===== config.mk =====
export PLATFORM = sky130hd
export DESIGN_NAME = uart_rx_core
export DESIGN_NICKNAME = d
export VERILOG_FILES = /design/src/rtl/uart_pkg.sv /design/src/rtl/uart_os_tick.sv /design/src/rtl/uart_rx_core.sv
export SDC_FILE = /design/constraint.sdc
export NUM_CORES = 1
export LEC_CHECK = 0
export CAP_MARGIN = 20
export CORE_ASPECT_RATIO = 0.75
export CORE_MARGIN = 4
export CORE_UTILIZATION = 35
export DETAILED_ROUTE_END_ITERATION = 10
export GPL_TIMING_DRIVEN = 0
export MAX_ROUTING_LAYER = met4
export SLEW_MARGIN = 10
export SYNTH_ARGS = -nofsm -noshare
export SYNTH_HDL_FRONTEND = slang
export SYNTH_SLANG_ARGS = --single-unit

===== constraint.sdc =====
create_clock -name Clk -period 6.5 [get_ports Clk]
set_input_delay 0.65 -clock Clk [delete_from_list [all_inputs] [get_ports Clk]]
set_output_delay 0.65 -clock Clk [all_outputs]
set_load 0.02 [all_outputs]

===== src/rtl/uart_pkg.sv =====
// rtl/uart_pkg.sv - shared UART constants, baud divisor lookup and receiver state enum
// Optional parity state is compiled in only when UART_RX_PARITY_EN is defined.
package uart_pkg;

    localparam int OS_RATE        = 16;
    localparam int NUM_BAUD_CODES = 10;

    // Clk cycles per oversample tick, indexed by baud code (1200 .. 115200 baud)
    localparam logic [9:0] BAUD_DIV [NUM_BAUD_CODES] = '{
        10'd768, 10'd384, 10'd192, 10'd96, 10'd64,
        10'd48,  10'd32,  10'd24,  10'd16, 10'd8
    };

    typedef enum logic [2:0] {
        ST_IDLE,
        ST_START,
        ST_DATA,
`ifdef UART_RX_PARITY_EN
        ST_PARITY,
`endif
        ST_STOP
    } rx_state_t;

    function automatic logic baud_code_valid(input logic [3:0] code);
        return code < 4'(NUM_BAUD_CODES);
    endfunction

    // Invalid codes return 0, which the tick generator treats as "never tick".
    function automatic logic [9:0] baud_div(input logic [3:0] code);
        if (baud_code_valid(code)) begin
            return BAUD_DIV[code];
        end
        return 10'd0;
    endfunction

endpackage


===== src/rtl/uart_os_tick.sv =====
// rtl/uart_os_tick.sv - oversample tick generator: one-cycle enable every baud_div(code) Clk cycles
// Shared between the UART receiver and transmitter.
module uart_os_tick
    import uart_pkg::*;
(
    input  logic       i_clk,
    input  logic       i_rst_n,
    input  logic [3:0] i_baud_code,
    input  logic       i_clear,
    input  logic       i_enable,
    output logic       o_tick
);

    logic [9:0] r_cnt;
    logic [9:0] w_div;
    logic       w_wrap;

    assign w_div  = baud_div(i_baud_code);
    assign w_wrap = (w_div != 10'd0) && (r_cnt == w_div - 10'd1);
    assign o_tick = i_enable && !i_clear && w_wrap;

    always_ff @(posedge i_clk or negedge i_rst_n) begin
        if (!i_rst_n) begin
            r_cnt <= '0;
        end else if (i_clear) begin
            r_cnt <= '0;
        end else if (i_enable) begin
            if (w_wrap) begin
                r_cnt <= '0;
            end else begin
                r_cnt <= r_cnt + 10'd1;
            end
        end
    end

endmodule


===== src/rtl/uart_rx_core.sv =====
// rtl/uart_rx_core.sv - 16x oversampling UART receiver with valid/ready byte output
// Define UART_RX_PARITY_EN for an even-parity bit and the Parity_err pulse output.
module uart_rx_core
    import uart_pkg::*;
#(
    parameter int DATA_BITS = 8
)
(
    input  logic       Clk,
    input  logic       Reset,
    input  logic [3:0] Baud_select,
    input  logic       Rx,
    input  logic       Rd_ready,
    output logic [7:0] Rd_data,
    output logic       Rd_valid,
    output logic       Frame_err,
`ifdef UART_RX_PARITY_EN
    output logic       Overrun,
    output logic       Parity_err
`else
    output logic       Overrun
`endif
);

    localparam logic [3:0] OS_MID   = 4'(OS_RATE / 2 - 1);
    localparam logic [3:0] OS_LAST  = 4'(OS_RATE - 1);
    localparam logic [3:0] BIT_LAST = 4'(DATA_BITS - 1);

    rx_state_t            r_state;
    rx_state_t            w_state_nxt;
    logic                 r_sync1;
    logic                 r_sync2;
    logic                 r_rx_prev;
    logic [3:0]           r_code;
    logic [3:0]           r_os_cnt;
    logic [3:0]           r_bit_cnt;
    logic [DATA_BITS-1:0] r_shift;
    logic                 r_break;
    logic [7:0]           r_data;
    logic                 r_valid;
    logic                 r_frame_err;
    logic                 r_overrun;

    logic w_tick;
    logic w_fall;
    logic w_mid_bit;
    logic w_bit_end;
    logic w_os_clear;
    logic w_start_frame;
    logic w_shift_en;
    logic w_byte_done;
    logic w_stop_bad;
    logic w_par_chk;
    logic w_drop;

    assign w_fall     = r_rx_prev && !r_sync2;
    assign w_mid_bit  = w_tick && (r_os_cnt == OS_MID);
    assign w_bit_end  = w_tick && (r_os_cnt == OS_LAST);
    assign w_os_clear = (r_state == ST_IDLE);
    assign w_drop     = w_byte_done && r_valid && !Rd_ready;

    uart_os_tick u_os_tick (
        .i_clk       (Clk),
        .i_rst_n     (Reset),
        .i_baud_code (r_code),
        .i_clear     (w_os_clear),
        .i_enable    (!w_os_clear),
        .o_tick      (w_tick)
    );

    always_ff @(posedge Clk or negedge Reset) begin
        if (!Reset) begin
            r_state <= ST_IDLE;
        end else begin
            r_state <= w_state_nxt;
        end
    end

    always_comb begin
        w_state_nxt   = r_state;
        w_start_frame = 1'b0;
        w_shift_en    = 1'b0;
        w_byte_done   = 1'b0;
        w_stop_bad    = 1'b0;
        w_par_chk     = 1'b0;
        case (r_state)
            ST_IDLE: begin
                if (w_fall && baud_code_valid(Baud_select)) begin
                    w_start_frame = 1'b1;
                    w_state_nxt   = ST_START;
                end
            end
            ST_START: begin
                if (w_mid_bit) begin
                    w_state_nxt = r_sync2 ? ST_IDLE : ST_DATA;
                end
            end
            ST_DATA: begin
                if (w_bit_end) begin
                    w_shift_en = 1'b1;
                    if (r_bit_cnt == BIT_LAST) begin
`ifdef UART_RX_PARITY_EN
                        w_state_nxt = ST_PARITY;
`else
                        w_state_nxt = ST_STOP;
`endif
                    end
                end
            end
`ifdef UART_RX_PARITY_EN
            ST_PARITY: begin
                if (w_bit_end) begin
                    w_par_chk   = 1'b1;
                    w_state_nxt = ST_STOP;
                end
            end
`endif
            ST_STOP: begin
                // After a low stop bit, hold here until the line releases (break).
                if (r_break) begin
                    if (r_sync2) begin
                        w_state_nxt = ST_IDLE;
                    end
                end else if (w_bit_end) begin
                    if (r_sync2) begin
                        w_byte_done = 1'b1;
                        w_state_nxt = ST_IDLE;
                    end else begin
                        w_stop_bad = 1'b1;
                    end
                end
            end
            default: w_state_nxt = ST_IDLE;
        endcase
    end

    always_ff @(posedge Clk or negedge Reset) begin
        if (!Reset) begin
            r_sync1   <= 1'b1;
            r_sync2   <= 1'b1;
            r_rx_prev <= 1'b1;
            r_code    <= '0;
            r_os_cnt  <= '0;
            r_bit_cnt <= '0;
            r_shift   <= '0;
            r_break   <= 1'b0;
        end else begin
            r_sync1   <= Rx;
            r_sync2   <= r_sync1;
            r_rx_prev <= r_sync2;
            if (w_start_frame) begin
                r_code <= Baud_select;
            end
            // Realign to bit boundaries once the start bit is confirmed at mid-bit.
            if (w_os_clear || (r_state == ST_START && w_mid_bit)) begin
                r_os_cnt <= '0;
            end else if (w_tick) begin
                r_os_cnt <= r_os_cnt + 4'd1;
            end
            if (w_os_clear) begin
                r_bit_cnt <= '0;
                r_shift   <= '0;
            end else if (w_shift_en) begin
                r_bit_cnt <= r_bit_cnt + 4'd1;
                r_shift   <= {r_sync2, r_shift[DATA_BITS-1:1]};
            end
            if (w_stop_bad) begin
                r_break <= 1'b1;
            end else if (w_state_nxt == ST_IDLE) begin
                r_break <= 1'b0;
            end
        end
    end

    always_ff @(posedge Clk or negedge Reset) begin
        if (!Reset) begin
            r_data      <= '0;
            r_valid     <= 1'b0;
            r_frame_err <= 1'b0;
            r_overrun   <= 1'b0;
        end else begin
            r_frame_err <= w_stop_bad;
            r_overrun   <= w_drop;
            if (w_byte_done && !w_drop) begin
                r_data  <= 8'(r_shift);
                r_valid <= 1'b1;
            end else if (r_valid && Rd_ready) begin
                r_valid <= 1'b0;
            end
        end
    end

`ifdef UART_RX_PARITY_EN
    logic r_parity_err;

    always_ff @(posedge Clk or negedge Reset) begin
        if (!Reset) begin
            r_parity_err <= 1'b0;
        end else begin
            r_parity_err <= w_par_chk && (r_sync2 != ^r_shift);
        end
    end

    assign Parity_err = r_parity_err;
`endif

    assign Rd_data   = r_data;
    assign Rd_valid  = r_valid;
    assign Frame_err = r_frame_err;
    assign Overrun   = r_overrun;

endmodule


==> results of run 1 <==
==> power by group <==
| group | internal [mW] | leakage, nW | switching (mW) |
|---|---|---|---|
| registers | 0.320 | 0.645 | 0.0248 |
| logic | 0.107 | 0.627 | 0.148 |
| clock network | 0.0872 | 0.0516 | 0.102 |
| total | 0.514 | 1.32 | 0.276 |
==> per-layer routing <==
layer / vias to the layer above / GRT usage
met5: - / -
met4: 0 / 0.03881
met3: 5 / 0.02435
met2: 22 / 0.1726
met1: 842 / 0.1808
li1: 883 / -
==> critical path: stages (launching register included) <==
cell     delay, ps
dfrtp_1        430
nor2_1         360
a32oi_1        230
ha_1           330
nor2b_1        160
o21a_1         180
or3_2          480
a41oi_4        400
nor3_4         120
nand4_4        210
mux2_4         320
==> kinds of logic (layout without fill, tap and decap cells) <==
kind of cell,after synthesis,after routing,synth area share
AND/OR/NAND/NOR,89,89,0.1979
flip-flops,48,48,0.4742
AO/OA/AOI/OAI,33,33,0.09700
multiplexers,24,24,0.1123
buffers and inverters,18,45,0.03250
XOR/XNOR,16,16,0.05515
adder cells (fa/ha/maj),6,6,0.02954
other,1,1,0.001476
==> state kept, by name, indices dropped and copies added, names as in the netlist <==
register,count
r_code,4
r_bit_cnt,4
r_rx_prev,1
r_sync1,1
r_os_cnt,4
r_state,3
Frame_err,1
Rd_valid,1
r_shift,8
r_break,1
u_os_tick.r_cnt,10
r_sync2,1
Rd_data,8
Overrun,1
==> metrics by stage <==
step | hold WS [ps] | power (mW) | util
CTS | 370.6 | 0.7975 | 0.4276
global placement | 357.3 | 0.5996 | 0.4104
global route | 380.0 | 0.8453 | 0.4276
detailed placement | 357.6 | 0.6028 | 0.4137
finish | 369.5 | 0.7893 | 0.4276
floorplan | 345.2 | 0.5482 | -
==> cell type report <==
class	instances	area, sq um	area share
Multi-Input combinational cell	169	1254	0.4231
Sequential cell	48	1205	0.4067
Timing Repair Buffer	19	202.7	0.06841
Tap cell	98	122.6	0.04139
Clock buffer	6	82.58	0.02787
Buffer	8	45.04	0.01520
Inverter	10	37.54	0.01267
Clock inverter	2	13.76	0.004645
==> cells in the final DEF (no fill, tap or decap), types with 2 or more instances in the layout <==
master           instances
ha_1                     6
o21a_1                   2
mux2_4                   8
clkdlybuf4s50_1         17
xor2_1                   7
nand2_1                 11
mux2i_1                 12
nor2b_1                  4
and3_1                   4
dfstp_2                  3
nand4_1                  2
nor3_1                   7
and2_1                   3
mux2_2                   4
nor2_1                  32
nand2b_1                 3
inv_1                   10
xnor2_1                  9
nand4_4                  2
nand3_1                  8
nor4_1                   2
o21ai_0                  8
clkbuf_8                 6
buf_2                    7
dfrtp_1                 45
a31oi_1                  5
a21oi_1                  5
a311oi_1                 2
nor3b_1                  3
==> how the worst max path moves through the flow <==
| stage | slack (ps) | start | to | depth (start not counted) |
|---|---|---|---|---|
| 6_report | 3180 | r_code[1]$_DFFE_PN0P_ | Rd_data[2]$_DFFE_PN0P_ | 10 |
| 3_5_place_dp | 3200 | r_code[1]$_DFFE_PN0P_ | Rd_data[3]$_DFFE_PN0P_ | 10 |
| 2_1_floorplan | 3600 | r_code[1]$_DFFE_PN0P_ | Rd_data[0]$_DFFE_PN0P_ | 11 |
| 5_1_grt | 2910 | r_code[1]$_DFFE_PN0P_ | Rd_data[6]$_DFFE_PN0P_ | 10 |
| 3_3_place_gp | 3240 | r_code[1]$_DFFE_PN0P_ | Rd_data[2]$_DFFE_PN0P_ | 10 |
| 4_1_cts | 3180 | r_code[1]$_DFFE_PN0P_ | Rd_data[2]$_DFFE_PN0P_ | 10 |
==> qor.csv, run 1 <==
stage,metric,value,unit
synth,share of the synthesized area in the top cell type,0.4431,
clock_network,Worst-Skew Late Latency,300,ps
timing,setup violators final,0,
synth,Post-synth ARST share,1.000,
synth,most numerous cell in the Yosys netlist,dfrtp_1,
cells_and_area,Post-Layout Inst Area,2963,sq um
clock_network,"Setup Fix Bufs, Post-CTS",0,
routing,met1 WL,2591,um
hold_path,HP Start,r_sync2$_DFF_PN1_,
global_route,first-pass GRT wire length,8328,um
cells_and_area,Filler Cell Count,650,
timing,worst setup margin,3180,ps
routing,Post-DRT Antenna Nets,0,
power,worst vdd ir,101.7,uV
routing,Iteration-0 DRC Markers,91,
power,leakage,1.323,nW
die,I/O pins,19,
routing,met2 wire len,1963,um
synth,top_reg_cell synth,dfrtp_1,
placed_design,I/O Buffers,18,
timing,clock skew,3.666,ps
die,die area,8702,sq um
placed_design,Cells after DPL,352,
die,Row Count,26,
routing,Pre-antenna DRT Iters,4,
placed_design,Place WS,3204,ps
synth,synthesized area,2541,sq um
global_route,initial antenna violation count,0,
timing,fin. max-slew vios,0,
synth,count of cell types in the netlist,49,
synth,top post-synthesis cells by count,"dfrtp_1 (45), nor2_1 (32), mux2i_1 (12)",
setup_path,CP endpoint kind,flop,
power,pwr/cell area,266.4,nW/um^2
hold_path,Hold Path Class,flop to flop,
synth,post-synthesis sequential area ratio,0.4742,
routing,# DRC,0,
setup_path,crit path kind,flop to flop,
die,die height,81.80,um
routing,met3 wire length,142,um
global_route,number of global-route vias before repair,1689,
clock_network,# hold bufs at CTS,0,
cells_and_area,share of cells above drive strength 1,0.1565,
synth,post-synth net total,249,
hold_path,WHS Endpoint,r_rx_prev$_DFF_PN1_,
timing,Slew HR,0.4201,
setup_path,Worst Path Max Fanout,8,
hold_path,hold depth,0,
clock_network,root buffer cell,clkbuf_8,
cells_and_area,Inserted Diodes,0,
timing,RSZ-0062 raised after global routing,false,
cells_and_area,final net count,275,
setup_path,critical path startpoint category,flop,
clock_network,"Clk pin slew, worst setup/hold paths",90,ps
setup_path,worst reg-to-reg setup slack,3180,ps
clock_network,# resized after CTS,0,
die,Core ar.,6929,sq um
outcome,status,finished clean,
global_route,Congestion Overflow GR,0,
synth,"EDFF count, synth",0,
synth,Gate Count Post-Synth,235,
global_route,Overall Global Routing Usage,0.1240,
setup_path,FF-to-FF Start,r_code[1]$_DFFE_PN0P_,
synth,mean post-synth cell area,10.81,sq um
run,max-cap violations,0,
clock_network,CTS buffer count,5,
setup_path,r2r worst-path depth,10,
die,DIE WIDTH,106.4,um
timing,Final Cycle Share,0.5108,
timing,Fin. Hold Viols,0,
synth,synth top area cells,"dfrtp_1 (44%), mux2i_1 (4.7%), mux2_4 (4.7%)",
timing,Least-Margin Pin Slew,863.1,ps
synth,YS warnings,0,
timing,setup total negative slack,0,ps
routing,via count,1752,
setup_path,FF-to-FF End,Rd_data[2]$_DFFE_PN0P_,
timing,Fmax,301.2,MHz
routing,WL final,4752,um
timing,Tmin final,3320,ps
routing,routed vias/inst,4.867,
routing,top sig layer,met4,
clock_network,CTS tree,yes,
clock_network,Max Root-Sink Buffers,2,
synth,largest area contributor in the netlist,dfrtp_1,
cells_and_area,final cell count without fillers,360,
placed_design,GP Congestion,0.8131,
die,initial core utilization,0.3667,
setup_path,Worst EP required,6690,ps
clock_network,CTS Sinks,48,
setup_path,crit path DAT,3510,ps
cells_and_area,Area Overhead vs Synth,16.59,%
placed_design,placed inst area,2867,sq um
global_route,pin count of the biggest net entering global routing,31,
clock_network,H-tree levels,2,
routing,routed len/inst,13.20,um
placed_design,HPWL Detailed,3459,um
synth,Yosys reg bits,48,
No activity file was read; power rests on OpenSTA's default activity.
==> run 2: changes to the inputs <==
==> constraint.sdc (replaced) <==
create_clock -name Clk -period 2.8 [get_ports Clk]
set_input_delay 0.28 -clock Clk [delete_from_list [all_inputs] [get_ports Clk]]
set_output_delay 0.28 -clock Clk [all_outputs]
set_load 0.02 [all_outputs]
==> run 2 against run 1 <==
Compared with the run above:
- the run now ends with negative setup slack left
- sequential share of layout area fell by 3.6 points
- die area did not move
- clock skew rose by 3.1 ps
- critical path depth rose by 1
- sequential power rose by 130%
- highest routed layer unchanged
- worst setup slack got worse by 3200 ps
- sequential cell count did not move
- first-iteration DRC count fell by 18%
==> qor.csv, run 2 (synthesis gave the netlist of run 1 again) <==
stage,metric,value,unit,change
routing,via count,1859,,+6.1%
cells_and_area,Largest register FFs,10,,unchanged
setup_path,critical path startpoint category,flop,,
cells_and_area,Inserted Diodes,0,,unchanged
setup_path,crit path kind,flop to flop,,
cells_and_area,share of cells above drive strength 1,0.2867,,+0.1302
setup_path,Worst Path Max Fanout,8,,unchanged
die,Core ar.,6929,sq um,unchanged
global_route,initial antenna violation count,0,,unchanged
routing,WL final,5260,um,+11%
routing,Iteration-0 DRC Markers,75,,-18%
placed_design,GP Congestion,0.8618,,+6.0%
setup_path,Worst EP required,2980,ps,-3710 ps
cells_and_area,most frequent cells in the layout,"dfrtp_1 (41), nor2_1 (30), clkdlybuf4s50_1 (17)",,
clock_network,"Clk pin slew, worst setup/hold paths",80,ps,about the same
global_route,Overall Global Routing Usage,0.1329,,+0.008982
routing,Pre-antenna DRT Iters,5,,+1
routing,routed vias/inst,4.931,,+1.3%
setup_path,crit path DAT,3050,ps,-460 ps
timing,Slew HR,0.3733,,-0.04680
cells_and_area,Area Overhead vs Synth,28.56,%,
global_route,pin count of the biggest net entering global routing,26,,-16%
die,Row Count,26,,unchanged
timing,Final Cycle Share,1.022,,+0.5112
timing,Tmin final,2862,ps,-458.7 ps
cells_and_area,Post-Layout Inst Area,3267,sq um,+10%
clock_network,CTS Sinks,48,,unchanged
outcome,status,"finished, violations left",,
hold_path,Hold Path Class,flop to flop,,
cells_and_area,Top reg by flops,u_os_tick.r_cnt,,
global_route,number of global-route vias before repair,1802,,+6.7%
routing,# DRC,0,,unchanged
die,I/O pins,19,,unchanged
setup_path,CP endpoint kind,flop,,
global_route,first-pass GRT wire length,8845,um,+6.2%
die,DIE WIDTH,106.4,um,unchanged
timing,clock skew,6.772,ps,+3.106 ps
clock_network,Worst-Skew Late Latency,300,ps,about the same
die,initial core utilization,0.3667,,unchanged
timing,fin. max-slew vios,0,,unchanged
cells_and_area,"most common cell after layout, fill and taps aside",dfrtp_1,,
power,leakage,1.454,nW,+9.9%
power,Total Power,2.066,mW,+160%
global_route,Congestion Overflow GR,0,,unchanged
power,pwr/cell area,632.5,nW/um^2,+140%
timing,Fmax,349.5,MHz,+16%
timing,Fin. Hold Viols,0,,unchanged
placed_design,HPWL Detailed,3551,um,+2.7%
timing,worst setup margin,-61.63,ps,-3241 ps
clock_network,Max Root-Sink Buffers,2,,unchanged
timing,RSZ-0062 raised after global routing,true,,
placed_design,I/O Buffers,18,,unchanged
placed_design,placed inst area,2877,sq um,+0.35%
clock_network,H-tree levels,2,,unchanged
clock_network,root buffer cell,clkbuf_8,,
timing,Least-Margin Pin Slew,932.8,ps,+69.66 ps
routing,routed len/inst,13.95,um,+5.7%
timing,setup violators final,19,,+19
die,die height,81.80,um,unchanged
die,die area,8702,sq um,unchanged
clock_network,CTS tree,yes,,
run,max-cap violations,0,,unchanged
outcome,failing checks,negative setup slack,,
routing,Post-DRT Antenna Nets,0,,unchanged
cells_and_area,final net count,292,,+6.2%
cells_and_area,Filler Cell Count,669,,+2.9%
power,worst vdd ir,235.4,uV,+130%
clock_network,CTS buffer count,5,,unchanged
run 2: cell count changes in the layout (fill, tap and decap cells not counted), sizes merged:
cell and delta:
inv -1, clkinv +2, clkbuf -1, buf +16, dlygate4sd3 +1
run 2: power by group:
group / leakage [nW] / switching (mW) / internal (mW)
Sequential: 0.640 / 0.0607 / 0.746
Combinational: 0.766 / 0.430 / 0.423
Clock: 0.0479 / 0.232 / 0.174
Total: 1.45 / 0.723 / 1.34
run 2: cell type report:
type	count	area, sq um	share of cell area
Clock buffer	5	68.82	0.02106
Multi-Input combinational cell	169	1409	0.4313
Buffer	8	60.06	0.01838
Sequential cell	48	1210	0.3704
Timing Repair Buffer	36	340.3	0.1042
Clock inverter	3	18.77	0.005745
Tap cell	98	122.6	0.03753
Inverter	10	37.54	0.01149
run 2: worst max-delay path, stage by stage, from the launching register on:
cell and delay (ps):
dfrtp_2 450, buf_6 130, nor2b_4 120, a32oi_2 220, ha_4 240, xnor2_2 130
a311oi_2 190, o211a_1 220, nand4_4 160, nor3_4 260, nand4_4 250, mux2_4 370
run 2: path summary, 6_finish.rpt:
path                                  startpoint                            to  slack, ps  depth (start not counted)
max                        r_code[2]$_DFFE_PN0P_        Rd_data[6]$_DFFE_PN0P_        -60                         11
min                            r_sync2$_DFF_PN1_           r_rx_prev$_DFF_PN1_        370                          0
max reg2reg                r_code[2]$_DFFE_PN0P_        Rd_data[6]$_DFFE_PN0P_        -60                         11
min reg2reg                    r_sync2$_DFF_PN1_           r_rx_prev$_DFF_PN1_        370                          0
max in group asynchronous                  Reset        Rd_data[6]$_DFFE_PN0P_       1740                          3
min in group asynchronous                  Reset  u_os_tick.r_cnt[4]$_DFF_PN0_        520                          2
run 2: metal layers:
layer / GRT usage / wire (um)
met1: 0.1891 / 2796
met2: 0.1884 / 2235
met4: 0.04916 / 74
met3: 0.02514 / 154
met5: - / 0
run 2: through the flow:
stage | setup WS (ps) | std cells | utilization | hold WS, ps | setup TNS (ps)
after floorplan | 9.270 | 235 | - | -15.59 | 0
after global placement | -269.6 | 351 | 0.4130 | 353.9 | -9962
after detailed placement | -321.9 | 352 | 0.4151 | 326.4 | -8691
after CTS | -118.4 | 374 | 0.4521 | 368.2 | -1536
after global routing | -252.5 | 377 | 0.4715 | 373.3 | -5119
final | -61.63 | 377 | 0.4715 | 365.7 | -827.6
run 2: timing repair:
item,in CTS,in global routing
gates resized for setup,16,25
setup endpoints to repair,39,39
hold endpoints to repair,16,0
hold buffers,1,0
gates cloned,1,0
pin swaps,14,12
buffers inserted,12,3
==> run 3: changes to the inputs <==
--- a/config.mk
+++ b/config.mk
@@ -7,7 +7,7 @@
 export LEC_CHECK = 0
 export CAP_MARGIN = 20
 export CORE_ASPECT_RATIO = 0.75
-export CORE_MARGIN = 4
+export CORE_MARGIN = 10
 export CORE_UTILIZATION = 35
 export DETAILED_ROUTE_END_ITERATION = 10
 export GPL_TIMING_DRIVEN = 0
==> run 3 against run 2 <==
Compared with the run above:
- the flow still finishes with violations (negative setup slack)
- non-clock buffer count up 3
- global-route usage down 2.8 points
- sequential cell count unchanged
- total power up 9.3%
- critical endpoint is now r_shift[6]$_DFFE_PN0P_
- largest power group unchanged
==> qor.csv, run 3 (synthesis gave the netlist of run 1 again) <==
stage,metric,value,unit,change
outcome,status,"finished, violations left",,
outcome,failing checks,negative setup slack,,
routing,Post-DRT Antenna Nets,0,,unchanged
timing,Slew HR,0.4161,,+0.04271
setup_path,most frequent cell on the critical path,buf_6,,
cells_and_area,Post-Layout Inst Area,3324,sq um,+1.8%
cells_and_area,Storage cell area,1210,sq um,unchanged
setup_path,"slowest stage delay, CP",480,ps,+30 ps
global_route,pin count of the biggest net entering global routing,31,,+19%
clock_network,root buffer cell,clkbuf_8,,
die,initial core utilization,0.3667,,unchanged
cells_and_area,multi-input logic area,1411,sq um,+0.18%
clock_network,Worst-Skew Late Latency,300,ps,about the same
clock_network,Max Root-Sink Buffers,2,,unchanged
timing,Least-Margin Pin Slew,869.2,ps,-63.58 ps
timing,Fmax,343.0,MHz,-1.9%
hold_path,Hold Path Class,input pin to flop,,
setup_path,Worst Path Max Fanout,8,,unchanged
placed_design,Cells after DPL,352,,unchanged
cells_and_area,"most common cell after layout, fill and taps aside",dfrtp_1,,
routing,Iteration-0 DRC Markers,75,,unchanged
global_route,Overall Global Routing Usage,0.1049,,-0.02803
setup_path,CP cell instances,"inv_2, ha_4, buf_6, or4b_1, o21ai_2, or3_4, a41oi_4, buf_12, nor4b_4, buf_6, mux2i_2, nor2_1",,
global_route,number of global-route vias before repair,1831,,+1.6%
routing,routed vias/inst,4.903,,-0.58%
placed_design,GP Congestion,0.8389,,-2.7%
cells_and_area,Inserted Diodes,0,,unchanged
clock_network,CTS Sinks,48,,unchanged
timing,setup violators final,31,,+12
die,Core ar.,6929,sq um,unchanged
cells_and_area,Top reg by flops,u_os_tick.r_cnt,,
setup_path,critical path startpoint category,flop,,
routing,via count,1863,,+0.22%
global_route,first-pass GRT wire length,9315,um,+5.3%
placed_design,placed inst area,2877,sq um,unchanged
placed_design,HPWL Detailed,3651,um,+2.8%
cells_and_area,Filler Cell Count,646,,-3.4%
timing,fin. max-slew vios,0,,unchanged
die,Row Count,26,,unchanged
cells_and_area,most frequent cells in the layout,"dfrtp_1 (41), nor2_1 (30), clkdlybuf4s50_1 (17)",,
timing,Final Cycle Share,1.041,,+0.01936
timing,clock skew,7.658,ps,+0.8857 ps
cells_and_area,Largest register FFs,10,,unchanged
setup_path,CP endpoint kind,flop,,
setup_path,crit path DAT,3100,ps,+50 ps
die,DIE WIDTH,118.4,um,+11%
power,pwr/cell area,679.4,nW/um^2,+7.4%
routing,Pre-antenna DRT Iters,4,,-1
routing,# DRC,0,,unchanged
clock_network,CTS tree,yes,,
power,leakage,1.440,nW,-0.92%
timing,Tmin final,2916,ps,+54.22 ps
die,die area,11100,sq um,+28%
clock_network,H-tree levels,2,,unchanged
setup_path,Worst EP required,2980,ps,about the same
power,worst vdd ir,263.3,uV,+12%
die,die height,93.80,um,+15%
global_route,initial antenna violation count,0,,unchanged
cells_and_area,final cell count without fillers,380,,+0.80%
cells_and_area,final net count,295,,+1.0%
die,I/O pins,19,,unchanged
clock_network,"Clk pin slew, worst setup/hold paths",90,ps,about the same
timing,RSZ-0062 raised after global routing,true,,
clock_network,CTS buffer count,5,,unchanged
run,max-cap violations,0,,unchanged
placed_design,Place WS,-286.6,ps,+35.32 ps
cells_and_area,Area Overhead vs Synth,30.82,%,
routing,routed len/inst,14.52,um,+4.0%
timing,Hold WS,369.3,ps,+3.600 ps
timing,Fin. Hold Viols,0,,unchanged
routing,WL final,5516,um,+4.9%
setup_path,crit path kind,flop to flop,,
global_route,Congestion Overflow GR,0,,unchanged
placed_design,I/O Buffers,18,,unchanged
power,Total Power,2.259,mW,+9.3%
setup_path,CP max stage cell,dfrtp_2,,
timing,worst setup margin,-115.8,ps,-54.22 ps
cells_and_area,share of cells above drive strength 1,0.3085,,+0.02177
## run 3: cell count changes in the layout (fill, tap and decap cells not counted), sizes merged
cell and delta:
buf +3, clkbuf +1, clkinv -2, inv +1
## run 3: area by class of cell
cell class / instances / share of cell area
timing repair buffer: 39 / 0.1133
tap: 98 / 0.03688
multi-input combinational: 169 / 0.4245
clock buffer: 6 / 0.02484
inverter: 10 / 0.01129
buffer: 8 / 0.02108
sequential: 48 / 0.3639
clock inverter: 2 / 0.004140
## run 3: final timing paths
kind | start | endpoint | slack (ps) | cells past startpoint
worst max-delay path | r_code[1]$_DFFE_PN0P_ | r_shift[6]$_DFFE_PN0P_ | -120 | 12
worst min-delay path | Rx | r_sync1$_DFF_PN1_ | 370 | 1
worst max register to register | r_code[1]$_DFFE_PN0P_ | r_shift[6]$_DFFE_PN0P_ | -120 | 12
worst min register to register | r_sync2$_DFF_PN1_ | r_rx_prev$_DFF_PN1_ | 370 | 0
max in group asynchronous | Reset | Overrun$_DFF_PN0_ | 1830 | 3
min in group asynchronous | Reset | u_os_tick.r_cnt[8]$_DFF_PN0_ | 450 | 2
## run 3: what timing repair did
action                     CTS  global route
hold endpoints to repair    15             0
hold buffers                 1             0
pin swaps                   11            13
setup buffers               11             7
resized for setup           12            33
cloned                       0             1
setup endpoints to repair   39            39
## run 3: routing by layer
layer  GRT usage  share of wire  vias to the layer above
met4     0.04665          0.018                        0
met2      0.1362           0.42                       24
met5           -              0                        -
li1            -              -                      914
met3     0.02342          0.034                        8
met1      0.1495           0.52                      917
## run 3: through the flow
step,TNS [ps],utilization
floorplan,0,-
global placement,-9211,0.4130
detailed placement,-7772,0.4151
CTS,-1202,0.4484
global route,-6010,0.4798
finish,-1855,0.4798
## run 3: worst max-delay path: cells and delay by family (launching register included)
family                   cells  cell delay, ps
AO/OA/AOI/OAI                2             220
adder cells (fa/ha/maj)      1             200
buffers and inverters        4             590
flip-flops                   1             480
multiplexers                 1             200
AND/OR/NAND/NOR              4            1110
## run 3: where the power goes
group,switching (mW),internal [mW]
registers,0.0673,0.746
logic,0.479,0.524
clock network,0.240,0.202
